### src/rtl/mem_pkg.sv
// Types shared by the memory manager and the request arbiter in front of it.
package mem_pkg;

    localparam int unsigned ADDR_W = 32;
    localparam int unsigned DATA_W = 32;

    // Memory manager states, observed by the arbiter to detect completion.
    typedef enum logic [2:0] {
        INIT,
        IDLE,
        Read_Request,
        Write_Request,
        Wait,
        Read,
        Write
    } state_t;

    typedef enum logic [1:0] {
        A_IDLE,
        A_ISSUE,
        A_BUSY,
        A_DONE
    } arb_state_t;

    typedef enum logic [1:0] {
        K_FETCH,
        K_LOAD,
        K_STORE
    } req_kind_t;

    // One accepted request, as held for the lifetime of a transaction.
    typedef struct packed {
        req_kind_t         kind;
        logic              err;
        logic [ADDR_W-1:0] addr;
        logic [DATA_W-1:0] wdata;
    } req_t;

    function automatic logic is_misaligned(input logic [ADDR_W-1:0] addr);
        return addr[1:0] != 2'b00;
    endfunction

endpackage

### src/rtl/mem_arbiter.sv
// Serialises instruction fetches and load/store requests onto the memory
// manager's single request port; data accesses win over fetches.
module mem_arbiter
    import mem_pkg::*;
(
    input  logic              clk,
    input  logic              rst,

    input  logic              if_req,
    input  logic [ADDR_W-1:0] if_addr,
    output logic              if_ack,
    output logic [DATA_W-1:0] if_instr,
    output logic              if_err,

    input  logic              dm_read,
    input  logic              dm_write,
    input  logic [ADDR_W-1:0] dm_addr,
    input  logic [DATA_W-1:0] dm_wdata,
    output logic              dm_ack,
    output logic [DATA_W-1:0] dm_rdata,
    output logic              dm_err,

    input  state_t            mm_state,
    input  logic [DATA_W-1:0] mm_data_cpu,
    input  logic [DATA_W-1:0] mm_data_instr,
    output logic [ADDR_W-1:0] address_in,
    output logic [DATA_W-1:0] data_in_CPU,
    output logic              memRead,
    output logic              memWrite,
    output logic              data_en,
    output logic              instr_en,

    output logic              busy
);

    arb_state_t        state_q, state_d;
    req_t              req_q, req_d;
    req_t              cand;
    logic              req_any;
    logic [DATA_W-1:0] if_instr_q, if_instr_d;
    logic [DATA_W-1:0] dm_rdata_q, dm_rdata_d;

    assign req_any = dm_read | dm_write | if_req;

    // Candidate request for this cycle; a data access always beats a fetch.
    always_comb begin
        // NOTE: every variable gets a default before any branch, so no
        // path leaves a combinational output unassigned and no latch is inferred.
        cand.kind  = K_FETCH;
        cand.err   = is_misaligned(if_addr);
        cand.addr  = if_addr;
        cand.wdata = '0;
        if (dm_read || dm_write) begin
            cand.kind  = (dm_write && !dm_read) ? K_STORE : K_LOAD;
            cand.err   = is_misaligned(dm_addr) || (dm_read && dm_write);
            cand.addr  = dm_addr;
            cand.wdata = dm_wdata;
        end
    end

    always_comb begin
        state_d    = state_q;
        req_d      = req_q;
        if_instr_d = if_instr_q;
        dm_rdata_d = dm_rdata_q;

        case (state_q)
            A_IDLE: begin
                if (req_any) begin
                    req_d   = cand;
                    state_d = cand.err ? A_DONE : A_ISSUE;
                end
            end
            A_ISSUE: begin
                // The manager only accepts a request from IDLE (not INIT).
                if (mm_state == IDLE) begin
                    state_d = A_BUSY;
                end
            end
            A_BUSY: begin
                case (mm_state)
                    Read: begin
                        if (req_q.kind == K_FETCH) begin
                            if_instr_d = mm_data_instr;
                        end else begin
                            dm_rdata_d = mm_data_cpu;
                        end
                        state_d = A_DONE;
                    end
                    Write:   state_d = A_DONE;
                    default: state_d = A_BUSY;
                endcase
            end
            A_DONE:  state_d = A_IDLE;
            default: state_d = A_IDLE;
        endcase
    end

    // Manager-side and requester-side outputs decode from the held request.
    always_comb begin
        address_in  = '0;
        data_in_CPU = '0;
        memRead     = 1'b0;
        memWrite    = 1'b0;
        data_en     = 1'b0;
        instr_en    = 1'b0;
        if_ack      = 1'b0;
        if_err      = 1'b0;
        dm_ack      = 1'b0;
        dm_err      = 1'b0;

        case (state_q)
            A_ISSUE, A_BUSY: begin
                address_in  = req_q.addr;
                data_in_CPU = (req_q.kind == K_STORE) ? req_q.wdata : '0;
                data_en     = (req_q.kind != K_FETCH);
                instr_en    = (req_q.kind == K_FETCH);
                if (state_q == A_ISSUE) begin
                    memRead  = (req_q.kind != K_STORE);
                    memWrite = (req_q.kind == K_STORE);
                end
            end
            A_DONE: begin
                if (req_q.kind == K_FETCH) begin
                    if_ack = 1'b1;
                    if_err = req_q.err;
                end else begin
                    dm_ack = 1'b1;
                    dm_err = req_q.err;
                end
            end
            default: begin
            end
        endcase
    end

    assign busy     = (state_q != A_IDLE);
    assign if_instr = if_instr_q;
    assign dm_rdata = dm_rdata_q;

    always_ff @(posedge clk) begin
        // NOTE: state is updated with non-blocking assignments so every
        // register samples the pre-edge values regardless of statement order.
        if (rst) begin
            state_q    <= A_IDLE;
            // NOTE: the returned-data registers are reset too, because their
            // value is architecturally visible (zero) straight after reset.
            req_q      <= '{kind: K_FETCH, err: 1'b0, addr: '0, wdata: '0};
            if_instr_q <= '0;
            dm_rdata_q <= '0;
        end else begin
            state_q    <= state_d;
            req_q      <= req_d;
            if_instr_q <= if_instr_d;
            dm_rdata_q <= dm_rdata_d;
        end
    end

endmodule
### config.mk
export PLATFORM = sky130hd
export DESIGN_NAME = mem_arbiter
export DESIGN_NICKNAME = d
export VERILOG_FILES = /design/src/rtl/mem_pkg.sv /design/src/rtl/mem_arbiter.sv
export SDC_FILE = /design/constraint.sdc
export NUM_CORES = 1
export LEC_CHECK = 0
export CORE_MARGIN = 4
export CORE_UTILIZATION = 43
export DETAILED_ROUTE_END_ITERATION = 10
export PLACE_DENSITY = 0.91
export SLEW_MARGIN = 30
export SYNTH_ARGS = -nofsm -noshare
export SYNTH_HDL_FRONTEND = slang
export SYNTH_SLANG_ARGS = --single-unit
### constraint.sdc
create_clock -name clk -period 3.46 [get_ports clk]
set_input_delay 1.038 -clock clk [delete_from_list [all_inputs] [get_ports clk]]
set_output_delay 1.038 -clock clk [all_outputs]
set_load 0.05 [all_outputs]
==> results of run 1 <==
-- how the worst max path moves through the flow --
| stage | from | slack, ps | end | depth (start not counted) |
|---|---|---|---|---|
| 5_1_grt | state_q[0]$_SDFFE_PP0P_ | 110 | busy | 4 |
| 6_report | state_q[0]$_SDFFE_PP0P_ | 200 | busy | 4 |
| 2_1_floorplan | state_q[0]$_SDFFE_PP0P_ | 450 | memRead | 6 |
| 3_3_place_gp | state_q[0]$_SDFFE_PP0P_ | 490 | data_in_CPU[11] | 5 |
| 4_1_cts | state_q[0]$_SDFFE_PP0P_ | 180 | busy | 4 |
| 3_5_place_dp | state_q[0]$_SDFFE_PP0P_ | 350 | data_in_CPU[15] | 5 |
-- cells in the final DEF (no fill, tap or decap), types with 2 or more instances in the layout --
master and count:
nand3_1 64, dfxtp_1 133, buf_4 15, nand4_1 2, a22oi_1 33, bufinv_16 5
ha_1 5, inv_6 5, o21ai_0 59, o21ai_1 38, a311oi_2 10, nand2_1 35
or4b_1 2, clkinvlp_4 2, buf_12 72, inv_1 5, a21oi_1 66, clkbuf_16 17
clkdlybuf4s50_1 235, and2_1 69, a311oi_1 22, a221oi_1 2, nor2_1 68
-- routing by layer --
metal | vias to the layer above | GRT usage [%] | share of wire [%]
met1 | 3049 | 29.02 | 37
li1 | 3029 | - | -
met4 | 0 | 10.38 | 3.0
met5 | - | 0 | 0
met3 | 48 | 7.633 | 8.9
met2 | 327 | 47.01 | 51
-- layout make-up --
type                            instances  area (sq um)
Clock buffer                           18         429.2
Clock inverter                         14         222.7
Inverter                                6         22.52
Fill cell                             878          2998
Sequential cell                       133          2663
Tap cell                              176         220.2
Multi-Input combinational cell        494          2834
Timing Repair Buffer                  322          3906
-- metrics by stage --
step | cell area (sq um) | hold slack [ps]
2_1_floorplan | 5847 | 436.6
4_1_cts | 10300 | 474.9
3_5_place_dp | 9644 | 466.9
6_report | 10300 | 473.8
5_1_grt | 10300 | 493.3
3_3_place_gp | 9644 | 448.7
-- logic make-up after synthesis --
group / Yosys count / share of synthesized area (%)
and+or+nand+nor: 251 / 21.38
AOI/OAI and AO/OA: 237 / 25.68
DFF: 133 / 45.54
buffers and inverters: 80 / 6.184
adders and majority gates: 5 / 1.070
xor gates and xnor gates: 1 / 0.1498
-- timing repair --
| item | CTS | global route |
|---|---|---|
| setup buffers | 0 | 0 |
| endpoints found under the setup margin | 33 | 0 |
| gates resized for setup | 1 | 0 |
| hold endpoints to repair | 0 | 0 |
-- flip-flops by register name, indices dropped and copies added, names as in the netlist --
| signal | count |
|---|---|
| dm_rdata | 32 |
| state_q | 2 |
| req_q | 67 |
| if_instr | 32 |
-- power groups by stage --
| stage | Combinational (mW) | Clock, mW | Sequential [mW] |
|---|---|---|---|
| after detailed placement | 3.12 | 0 | 1.98 |
| after floorplan | 1.79 | 0 | 1.97 |
| after global routing | 3.32 | 2.09 | 1.98 |
| after global placement | 3.07 | 0 | 1.96 |
| after CTS | 3.13 | 2.02 | 1.95 |
| final | 3.12 | 2.00 | 1.95 |
-- worst max-delay path, cell delays in order, from the launching register on --
cell and delay, ps:
dfxtp_1 380, inv_1 120, ha_1 340, inv_1 120, clkdlybuf4s50_1 850
==> metrics.cfg, run 1 <==
[layout]
diodes=0
instances_no_fill=1163
final_util_pct=77.45
layout-drive-gt1-share_pct=13.88
syn2layout_area_growth_pct=76.12
layout.nets=1147

[synth]
synth_cell_type_count=38
post-synth-top-count-cell=dfxtp_1
synth_top_flop_cell=dfxtp_1
synth_enable_flop_cells=0
ys_seq_elements=133
yosys-top-cells-count=dfxtp_1, and2_1, nor2_1
syn_area_per_cell_sq_um=8.270
synth_cells=707
async_flop_share_pct=0
synthTopCellsByArea=dfxtp_1, and2_1, a21oi_1, nand3_1, o21ai_0
syn_area_sq_um=5847
synth.top_cell.area_share_pct=45.54
syn-num-nets=880
ys_seq_area_share_pct=45.54
ys_warn_count=0
synth_area_leader_cell=dfxtp_1

[power_and_ir_drop]
peakVddDrop_v=0.0005355
netSwitchingPower_mw=2.673
powerDensity_nw_per_um2=686.5
seqPwrFrac_pct=27.6
clkPwrFrac_pct=28.2
total_power_mw=7.069
combPwrFrac_pct=44.1
p_leak_nw=3.733
internal-power_mw=4.395
p_sw_share_pct=37.82

[clock_network]
cts_made_buffers=17
clkSinkCount=133
h-tree-depth=4
clk_latency_ps=410
tritoncts=built
cts_hold_buf=0
cts.clk_slew.worst_paths_ps=60
cts_buffer_depth=2
clockRootBuffer=clkbuf_16

[route]
wl_per_cell_microns=18.41
ant_nets=0
via_per_inst=5.549
drt-initial-drc-count=549
first_pass_iters=6
wl_microns=21410
num_vias=6453
route.detailed.drc=0

[place]
dpl.cell_count=1131
place_congestion=0.8571
hpwl_microns=15400
port_buffers=304
pre_cts_ws_ps=353.7

[sta]
slew_headroom_pct=51.06
skew_ps=7.227
hold_viol=0
finalSetupViolations=0
post-route-period-util_pct=94.12
finalSetupTns_ps=0
min_period_ps=3257
maxSlewViolCount=0
max_freq_mhz=307.1
tightest_slew_ps=734.1
rsz0062_at_grt=false
setup_slack_ps=203.4

[critical_path]
worstSetupEndpointType=output pin
r2r_cells=6
r2r-end=req_q[48]$_SDFFE_PP0P_
critPathKind=register to output pin
cp-start-kind=register
worstReg2RegStart=state_q[0]$_SDFFE_PP0P_
crit_fanout=8
worstPathRequired_ps=2420
arrival_ps=2220
rrSetupSlack_ps=1440

[global_route]
grt_max_degree=65
antenna_found_initial=0
grt_pass1_wl_microns=33030
groute.usage.overall_pct=26.21
grt-ovfl-total=0
grt_pass1_vias=6253

[run]
drv_cap=0

[floorplan]
core_sq_um=13300
start_util_pct=43.98
die_w_microns=124.6
die_h_microns=124.6
fp-row-count=42
io_pins=305
dieArea_sq_um=15530

[run_status]
status=completed

[min_path]
hold_start=req_q[64]$_SDFFE_PP0P_
whs_path_depth=2
min_path_type=register to register
min_delay_worst_endpoint=req_q[64]$_SDFFE_PP0P_

Note: power is estimated with default switching activity, not from simulation.
==> run 2: changes to the inputs <==
Settings changed: SKIP_CTS_REPAIR_TIMING set to 1.
==> run 2 against run 1 <==
Net effect: critical endpoint unchanged; via count hardly changed; utilization stayed put; clock power hardly changed; power hardly changed.
==> metrics.cfg, run 2 (synthesis gave the netlist of run 1 again) <==
[route]
via_per_inst=5.552  ; about the same
ant_nets=0  ; unchanged
wl_microns=21370  ; -0.19%
route.detailed.drc=0  ; unchanged
wl_met2_microns=10920  ; -0.41%
wl_per_cell_microns=18.37  ; -0.19%
drt-initial-drc-count=545  ; -0.73%
wl_met1_microns=7869  ; -0.24%
num_vias=6457  ; +0.062%
first_pass_iters=6  ; unchanged
wl_met3_microns=1933  ; +1.2%
top_layer=met4

[sta]
min_period_ps=3252  ; -4.769 ps
skew_ps=10.72  ; +3.492 ps
maxSlewViolCount=0  ; unchanged
rsz0062_at_grt=false
finalSetupTns_ps=0  ; unchanged
setup_slack_ps=208.2  ; +4.769 ps
slew_headroom_pct=51.25  ; +0.19 points
max_freq_mhz=307.5  ; +0.15%
tightest_slew_ps=731.3  ; -2.804 ps
post-route-period-util_pct=93.98  ; -0.14 points
finalSetupViolations=0  ; unchanged
hold_viol=0  ; unchanged
whs_ps=476.8  ; +2.982 ps

[floorplan]
start_util_pct=43.98  ; unchanged
core_sq_um=13300  ; unchanged
die_w_microns=124.6  ; unchanged
fp-row-count=42  ; unchanged
die_h_microns=124.6  ; unchanged
io_pins=305  ; unchanged
dieArea_sq_um=15530  ; unchanged

[place]
hpwl_microns=15400  ; unchanged
placed_area_sq_um=9644  ; unchanged
dpl.cell_count=1131  ; unchanged
port_buffers=304  ; unchanged
place_congestion=0.8571  ; unchanged
pre_cts_ws_ps=353.7  ; unchanged

[layout]
layout.nets=1147  ; unchanged
final_util_pct=77.45  ; unchanged
instances_no_fill=1163  ; unchanged
layout-drive-gt1-share_pct=13.88  ; unchanged
diodes=0  ; unchanged
stdcell_area_sq_um=10300  ; unchanged
largest_reg_flops=67  ; unchanged
top_register=req_q
syn2layout_area_growth_pct=76.12  ; unchanged
fill_cells=878  ; unchanged
final_common_cell=clkdlybuf4s50_1
layout_common_cells=clkdlybuf4s50_1, dfxtp_1, buf_12, and2_1, nor2_1

[critical_path]
cp-start-kind=register
arrival_ps=2210  ; about the same
crit_fanout=8  ; unchanged
worstPathRequired_ps=2420  ; about the same
critPathKind=register to output pin
worstSetupEndpointType=output pin

[global_route]
grt_pass1_vias=6247  ; -0.096%
groute.usage.overall_pct=26.17  ; -0.045 points
grt-ovfl-total=0  ; unchanged
grt_max_degree=65  ; unchanged
antenna_found_initial=0  ; unchanged
grt_pass1_wl_microns=32950  ; -0.23%

[run_status]
status=completed

[clock_network]
clk_latency_ps=410  ; about the same
h-tree-depth=4  ; unchanged
clockRootBuffer=clkbuf_16
clkSinkCount=133  ; unchanged
cts.clk_slew.worst_paths_ps=60  ; about the same
tritoncts=built
cts_buffer_depth=2  ; unchanged
cts_made_buffers=17  ; unchanged

[power_and_ir_drop]
p_leak_nw=3.733  ; unchanged
total_power_mw=7.068  ; about the same
powerDensity_nw_per_um2=686.4  ; about the same
peakVddDrop_v=0.0005355  ; about the same

[min_path]
min_path_type=register to register

[run]
drv_cap=0  ; unchanged

-- run 2: cell counts in the layout (fill, tap and decap cells not counted) --
Identical to the previous run, type by type.
-- run 2: path summary, 6_finish.rpt --
kind / from / end / slack [ps] / depth (start not counted)
max reg2reg: state_q[0]$_SDFFE_PP0P_ / req_q[44]$_SDFFE_PP0P_ / 1440 / 6
min: req_q[64]$_SDFFE_PP0P_ / req_q[64]$_SDFFE_PP0P_ / 480 / 2
min reg2reg: req_q[64]$_SDFFE_PP0P_ / req_q[64]$_SDFFE_PP0P_ / 480 / 2
max: state_q[0]$_SDFFE_PP0P_ / busy / 210 / 4
-- run 2: power by group --
group	switching (mW)	internal (mW)	total [mW]	leakage, nW
clock network	0.705	1.29	2.00	0.312
registers	0.155	1.80	1.95	1.09
logic	1.81	1.31	3.12	2.33
-- run 2: routing by layer --
metal	vias to the layer above	GRT usage, %
met5	-	0
met4	0	10.64
met3	46	7.633
met2	334	46.85
met1	3048	28.91
li1	3029	-
-- run 2: worst max-delay path, stage by stage, from the launching register on --
cell and delay (ps):
dfxtp_1 380, inv_1 120, ha_1 340, inv_1 120, clkdlybuf4s50_1 850
-- run 2: cell type report --
class	count	area (sq um)	area share, %
Timing Repair Buffer	322	3906	37.93
Multi-Input combinational cell	494	2834	27.52
Sequential cell	133	2663	25.86
Clock buffer	18	429.2	4.168
Clock inverter	14	222.7	2.163
Tap cell	176	220.2	2.139
Inverter	6	22.52	0.2187
==> run 3: changes to the inputs <==
Settings changed: HOLD_SLACK_MARGIN set to 0.05, PLACE_DENSITY 0.91 to 0.84.
==> run 3 against run 2 <==
Net effect: sequential cell count is the same; power shrank 4.6%; worst hold slack lost 4.9 ps; final cell count shrank 0.43%; routed wire length shrank 2.1%; via count shrank 2.9%; clock power shrank 15%; utilization shrank 0.84 points; global-route usage shrank 0.12 points; clock skew shrank 4.7 ps; critical endpoint is now dm_err; largest cell class unchanged.
==> metrics.cfg, run 3 (synthesis gave the netlist of run 1 again) <==
[run_status]
status=completed

[floorplan]
start_util_pct=43.98  ; unchanged
io_pins=305  ; unchanged
fp-row-count=42  ; unchanged
dieArea_sq_um=15530  ; unchanged
die_h_microns=124.6  ; unchanged
core_sq_um=13300  ; unchanged
die_w_microns=124.6  ; unchanged

[global_route]
grt_pass1_wl_microns=32890  ; -0.21%
grt_pass1_vias=6336  ; +1.4%
groute.usage.overall_pct=26.04  ; -0.12 points
antenna_found_initial=0  ; unchanged
grt-ovfl-total=0  ; unchanged
grt_max_degree=65  ; unchanged

[sta]
post-route-period-util_pct=93.72  ; -0.26 points
max_freq_mhz=308.4  ; +0.28%
hold_viol=0  ; unchanged
slew_headroom_pct=56.65  ; +5.4 points
whs_ps=471.9  ; -4.883 ps
tightest_slew_ps=650.2  ; -81.12 ps
rsz0062_at_grt=false
skew_ps=6.067  ; -4.652 ps
finalSetupViolations=0  ; unchanged
min_period_ps=3243  ; -9.071 ps
maxSlewViolCount=0  ; unchanged

[route]
first_pass_iters=5  ; -1
ant_nets=0  ; unchanged
via_per_inst=5.412  ; -2.5%
route.detailed.drc=0  ; unchanged
wl_microns=20920  ; -2.1%
wl_per_cell_microns=18.07  ; -1.7%
drt-initial-drc-count=487  ; -11%
num_vias=6267  ; -2.9%

[power_and_ir_drop]
internal-power_mw=4.157  ; -5.4%
clkPwrFrac_pct=25.3  ; -2.9 points
peakVddDrop_v=0.0004509  ; -16%
powerDensity_nw_per_um2=662.1  ; -3.5%
p_sw_share_pct=38.36  ; +0.55 points
combPwrFrac_pct=45.9  ; +1.8 points
p_leak_nw=3.688  ; -1.2%
seqPwrFrac_pct=28.8  ; +1.2 points
netSwitchingPower_mw=2.587  ; -3.2%

[critical_path]
worstSetupEndpointType=output pin
arrival_ps=2200  ; about the same
path_cells=ha_1 > nand2_1 > nor2_1 > clkdlybuf4s50_1
worstPathRequired_ps=2420  ; about the same
r2r_cells=5  ; -1
cp-start-kind=register
rrSetupSlack_ps=1660  ; +220 ps
crit_slowest_cell=clkdlybuf4s50_1
critPathKind=register to output pin
slowest_delay_ps=840  ; about the same
crit_fanout=4  ; -4

[place]
dpl.cell_count=1128  ; -0.27%
place_congestion=0.8296  ; -3.2%
port_buffers=304  ; unchanged
hpwl_microns=15050  ; -2.3%

[layout]
top_register=req_q
instances_no_fill=1158  ; -0.43%
syn2layout_area_growth_pct=74.21
diodes=0  ; unchanged
layout-drive-gt1-share_pct=13.54  ; -0.34 points
largest_reg_flops=67  ; unchanged
final_common_cell=clkdlybuf4s50_1
layout_common_cells=clkdlybuf4s50_1, dfxtp_1, buf_12, and2_1, nor2_1
layout.nets=1144  ; -0.26%

[clock_network]
h-tree-depth=4  ; unchanged
clockRootBuffer=clkbuf_16
tritoncts=built
clkSinkCount=133  ; unchanged
cts.clk_slew.worst_paths_ps=50  ; about the same
cts_made_buffers=17  ; unchanged
cts_buffer_depth=2  ; unchanged
clk_latency_ps=400  ; about the same

[min_path]
min_path_type=register to register
whs_path_depth=2  ; unchanged

[run]
drv_cap=0  ; unchanged

[run 3: changes by cell type in the layout (fill, tap and decap cells not counted), sizes merged]
cell    delta
inv        -5
bufinv     -3
clkbuf     +1
buf        -3
clkinv     +5
[run 3: critical path: cells and delay by family (launching register included)]
family / cells / cell delay (ps)
fa+ha+maj: 1 / 240
flops: 1 / 370
simple gates: 2 / 350
buf+inv: 1 / 840
[run 3: power by group through the flow]
stage               logic, mW  clock network (mW)  registers, mW
floorplan                1.79                   0           1.97
global placement         3.06                   0           1.96
detailed placement       3.10                   0           1.97
CTS                      3.11                1.73           1.94
global route             3.29                1.80           1.97
finish                   3.09                1.70           1.95
[run 3: area by class of cell]
class	instances	area, sq um
Clock buffer	19	452.9
Clock inverter	11	110.1
Fill cell	922	3109
Inverter	6	22.52
Multi-Input combinational cell	494	2834
Sequential cell	133	2663
Tap cell	176	220.2
Timing Repair Buffer	319	3884
[run 3: path summary, 6_finish.rpt]
path | to | from
max | dm_err | state_q[0]$_SDFFE_PP0P_
min | dm_rdata[21]$_SDFFE_PP0P_ | dm_rdata[21]$_SDFFE_PP0P_
max reg2reg | state_q[1]$_SDFFE_PP0P_ | state_q[0]$_SDFFE_PP0P_
min reg2reg | dm_rdata[21]$_SDFFE_PP0P_ | dm_rdata[21]$_SDFFE_PP0P_
[run 3: through the flow]
stage | power, mW | util, % | TNS [ps] | setup WS (ps) | cell area (sq um)
after floorplan | 3.760 | - | 0 | 448.4 | 5847
after global placement | 5.021 | 72.37 | 0 | 517.0 | 9622
after CTS | 6.780 | 76.60 | -121.6 | -15.75 | 10180
after global routing | 7.058 | 76.61 | 0 | 130.6 | 10190
after detailed placement | 5.066 | 72.37 | 0 | 423.7 | 9622
final | 6.744 | 76.61 | 0 | 217.3 | 10190
[run 3: metal layers]
layer	routed length, microns	share of wire (%)	track usage [%]	vias up
met5	0	0	0	-
met1	7860	38	28.04	2928
met2	10610	51	47.14	275
li1	-	-	-	3024
met3	1858	8.9	8.705	40
met4	591	2.8	9.671	0
